### src/rtl/tensor_writer.sv
// Packs a stream of int8 results into little-endian D_WIDTH words and writes
// them to consecutive tensor_ram addresses, with a partial-word flush on last_in.
module tensor_writer #(
  parameter int unsigned DEPTH   = 9216,
  parameter int unsigned D_WIDTH = 32
) (
  input  logic                       clk,
  input  logic                       reset,
  input  logic                       start,
  input  logic                       valid_in,
  input  logic [7:0]                 byte_in,
  input  logic                       last_in,
  output logic                       ready_out,
  output logic                       we,
  output logic [$clog2(DEPTH)-1:0]   addr_w,
  output logic [D_WIDTH-1:0]         din,
  output logic                       busy,
  output logic                       done
);

  localparam int unsigned AW    = $clog2(DEPTH);
  localparam int unsigned LANES = D_WIDTH / 8;
  localparam int unsigned LW    = (LANES > 1) ? $clog2(LANES) : 1;

  typedef enum logic [1:0] {IDLE, PACK, FLUSH, DONE} state_t;

  state_t               state;
  logic [AW-1:0]        ptr;
  logic [LW-1:0]        lane;
  logic [D_WIDTH-1:0]   pack;

  logic                 accept;
  logic                 full;
  logic                 at_end;
  logic [D_WIDTH-1:0]   merged;

  // Current byte merged into its lane; used both for the pack register and the write word.
  always_comb begin
    accept = ready_out && valid_in;
    full   = (lane == LW'(LANES - 1));
    at_end = (ptr == AW'(DEPTH - 1));
    merged = pack | (D_WIDTH'(byte_in) << {lane, 3'b000});
  end

  // The final write of a pass is presented during FLUSH so that DONE never carries we.
  always_ff @(posedge clk or negedge reset) begin
    if (!reset) begin
      state     <= IDLE;
      ptr       <= '0;
      lane      <= '0;
      pack      <= '0;
      we        <= 1'b0;
      addr_w    <= '0;
      din       <= '0;
      ready_out <= 1'b0;
      busy      <= 1'b0;
      done      <= 1'b0;
    end else begin
      we <= 1'b0;
      case (state)
        IDLE: begin
          done <= 1'b0;
          if (start) begin
            ptr       <= '0;
            lane      <= '0;
            pack      <= '0;
            state     <= PACK;
            ready_out <= 1'b1;
            busy      <= 1'b1;
          end
        end
        PACK: begin
          if (accept) begin
            if (full || last_in) begin
              we     <= 1'b1;
              din    <= merged;
              addr_w <= ptr;
              lane   <= '0;
              pack   <= '0;
              if (!at_end) ptr <= ptr + AW'(1);
            end else begin
              lane <= lane + LW'(1);
              pack <= merged;
            end
            if (last_in || (full && at_end)) begin
              state     <= FLUSH;
              ready_out <= 1'b0;
            end
          end
        end
        FLUSH: begin
          state <= DONE;
          busy  <= 1'b0;
          done  <= 1'b1;
        end
        DONE: begin
          state <= IDLE;
          done  <= 1'b0;
        end
        default: begin
          state     <= IDLE;
          ready_out <= 1'b0;
          busy      <= 1'b0;
          done      <= 1'b0;
        end
      endcase
    end
  end

endmodule

### config.mk
export PLATFORM = sky130hd
export DESIGN_NAME = tensor_writer
export DESIGN_NICKNAME = d
export VERILOG_FILES = /design/src/rtl/tensor_writer.sv
export SDC_FILE = /design/constraint.sdc
export NUM_CORES = 1
export LEC_CHECK = 0
export BUFFER_PORTS_ARGS = -buffer_cell sky130_fd_sc_hd__buf_2
export CAP_MARGIN = 40
export CORE_ASPECT_RATIO = 1.25
export CORE_MARGIN = 5
export CORE_UTILIZATION = 55
export CTS_CLUSTER_SIZE = 40
export DETAILED_ROUTE_END_ITERATION = 12
export PLACE_DENSITY = 0.87
export SYNTH_ARGS = -nofsm -noshare
export SYNTH_HDL_FRONTEND = slang
export SYNTH_SLANG_ARGS = --single-unit
### constraint.sdc
create_clock -name clk -period 4.5 [get_ports clk]
set_input_delay 0.9 -clock clk [delete_from_list [all_inputs] [get_ports clk]]
set_output_delay 0.9 -clock clk [all_outputs]
set_load 0.03 [all_outputs]
==> qor.yml <==
synthArstFlopShare: 1.00
vdd_ir_drop_max_mv: 0.360
dpl-instance-area_um2: 4580
synth_compound_area_frac: 0.141
yosys-mux-area-fraction: 0.0152
std_cell_rows: 35
power.density_nw_per_um2: 539
fin_crit_sh: 0.576
synthesis.area_um2: 4210
crit_type: "register to register"
dp_hpwl_um: 6290
r2r_slack_ns: 1.91
synthTopCellsByArea: "dfrtp_1 (59%), a21oi_1 (8.0%), nand2_1 (7.0%)"
drtPass1Iterations: 5
ys_ff_latch: 100
cts_buffer_depth: 2
htreeDepth: 3
mappedNetlistNets: 457
synth_top_family_by_area: "simple AND/OR/NAND/NOR gates"
die_h_um: 108
synth_warnings: 0
core_area_um2: 7400
drt_wl_total_um: 9240
start_util: 0.569
cp-start-kind: "register"
yosysSeqAreaShare: 0.595
nFillCells: 615
hp-class: "register to register"
die_width_um: 88.2
finClkSkew_ns: 0.00651
cts.sinks: 100
clk_pin_slew_ns: 0.09
wl_per_cell_um: 15.9
layout_setup_ws_ns: 1.91
fin_nets: 504
synth_top_cell_by_area: "dfrtp_1"
yosysTopAreaCellShare: 0.595
dp_slack_ns: 1.69
synthSimpleGateAreaFrac: 0.182
cts_tree: "yes"
n_antenna_cell: 0
synth_flop_cell: "dfrtp_1"
finalPower_uw: 2560
final_cells: 582
port-buffer-count: 62
cp_data_required_time_ns: 4.76
grt_pass1_vias: 3206
cp_max_fo: 16
drtIter0Drc: 200
grt_pass1_wl_um: 15200
ctsHoldBuffers: 0
rsz0062_at_grt: "false"
avgSynthCellArea_um2: 9.61
max_freq_ghz: 0.386
clk_latency_ns: 0.36
setup_tns_ns: 0
synth_cell_types: 40
hold_viol: 0
num_vias: 3296
synth_edf_count: 0
synth_fa_ha_area_frac: 0.0178
period_needed_ns: 2.59
slew_viol_final: 0
endpoint_kind: "register"
ys_top_cells_by_count: "dfrtp_1 (100), nand2_1 (79), a21oi_1 (67), nor2_1 (42), o21ai_0 (38)"
cts-root-buf: "clkbuf_8"
cp.arrival_ns: 2.85
drtAntennaViolNets: 0
antenna_found_initial: 0
dp.cells: 566
gr-total-overflow: 0
grt_usage: 0.205
drc: 0
stdcell_area_um2: 4760
post-cts-setup-buffer-count: 0
drive_above_1_share: 0.184
gp_congestion: 0.826
synth_most_common_cell: "dfrtp_1"
boundaryPins: 63
dieArea_um2: 9510
status: "complete, no violations"
area_growth_syn_to_layout_pct: 13.0
cap_violations: 0
synth-xor-area-share: 0.0166
cts_resized: 0
power_leakage_uw: 0.00240
worst_pin_slew_ns: 0.803
finalSetupViolCount: 0
cts_buffers: 9
grt_max_degree: 67
vias_per_cell: 5.66
slew_headroom: 0.461
netlist_instances: 438
layer usage:
| metal | wire (µm) | global-route usage | vias up |
|---|---|---|---|
| li1 | - | - | 1573 |
| met1 | 3720 | 0.257 | 1601 |
| met2 | 4740 | 0.343 | 108 |
| met3 | 617 | 0.0444 | 14 |
| met4 | 162 | 0.0767 | 0 |
| met5 | 0 | 0 | - |
flip-flops by register name (all words and copies together), names as in the netlist:
| register | count |
|---|---|
| ptr | 14 |
| state | 2 |
| addr_w | 14 |
| din | 32 |
| busy | 1 |
| we | 1 |
| ready_out | 1 |
| lane | 2 |
| pack | 32 |
| done | 1 |
through the flow:
stage	utilization	hold slack, ns
final	0.643	0.481
after global routing	0.643	0.503
after CTS	0.643	0.486
after detailed placement	0.619	0.458
after global placement	0.617	0.457
after floorplan	-	0.463
critical path, cell delays in order (launching register included):
cell	delay [ns]
dfrtp_1	0.38
inv_1	0.08
ha_1	0.25
a21boi_1	0.18
or2_0	0.50
nor2_2	0.67
o21ai_0	0.20
a21o_1	0.21
final timing paths:
| check | cells after the start | end | from |
|---|---|---|---|
| max | 7 | ready_out | state[1] |
| min | 2 | din[20] | din[20] |
| max reg2reg | 7 | ready_out | state[1] |
| min reg2reg | 2 | din[20] | din[20] |
| max in group asynchronous | 2 | din[16] | reset |
| min in group asynchronous | 1 | din[18] | reset |
layout make-up:
class                   instances  area (µm²)  share of cell area
flip-flops and latches        100        2500               0.526
clock buffers                  10         128              0.0268
multi-input cells             302        1590               0.334
well taps                      92         115              0.0242
repair buffers                 66         350              0.0736
clock inverters                 6        48.8              0.0103
inverters                       6        22.5             0.00473
where the power goes:
part | internal, µW | switching [µW]
clock network | 206 | 313
logic | 281 | 593
registers | 1070 | 104
cells by family (layout without fill, tap and decap cells):
kind of cell               count (synthesis)  count (layout)
AOI/OAI and AO/OA                        114             114
xor gates and xnor gates                   8               8
adders and majority gates                  6               6
DFF                                      100             100
buffers and inverters                     36              88
muxes                                      6               6
and+or+nand+nor                          168             168
cell usage in the layout (no fill, tap or decap), drive strengths merged, types with 2 or more instances in the layout:
cell | netlist | final
dfrtp | 100 | 100
nand2 | 79 | 79
a21oi | 67 | 67
buf | 4 | 66
nor2 | 42 | 42
o21ai | 38 | 38
clkbuf | 26 | 10
nor4 | 8 | 8
inv | 6 | 8
nor2b | 6 | 6
ha | 6 | 6
nand3 | 5 | 5
xnor2 | 5 | 5
and4 | 5 | 5
or3 | 5 | 5
nand4 | 4 | 4
mux2i | 3 | 3
mux2 | 3 | 3
xor2 | 3 | 3
clkinvlp | 0 | 3
and2 | 2 | 2
a31oi | 2 | 2
nor3 | 2 | 2
and3 | 2 | 2
o2bb2ai | 2 | 2
or2 | 2 | 2
No activity file was read; power rests on OpenSTA's default activity.
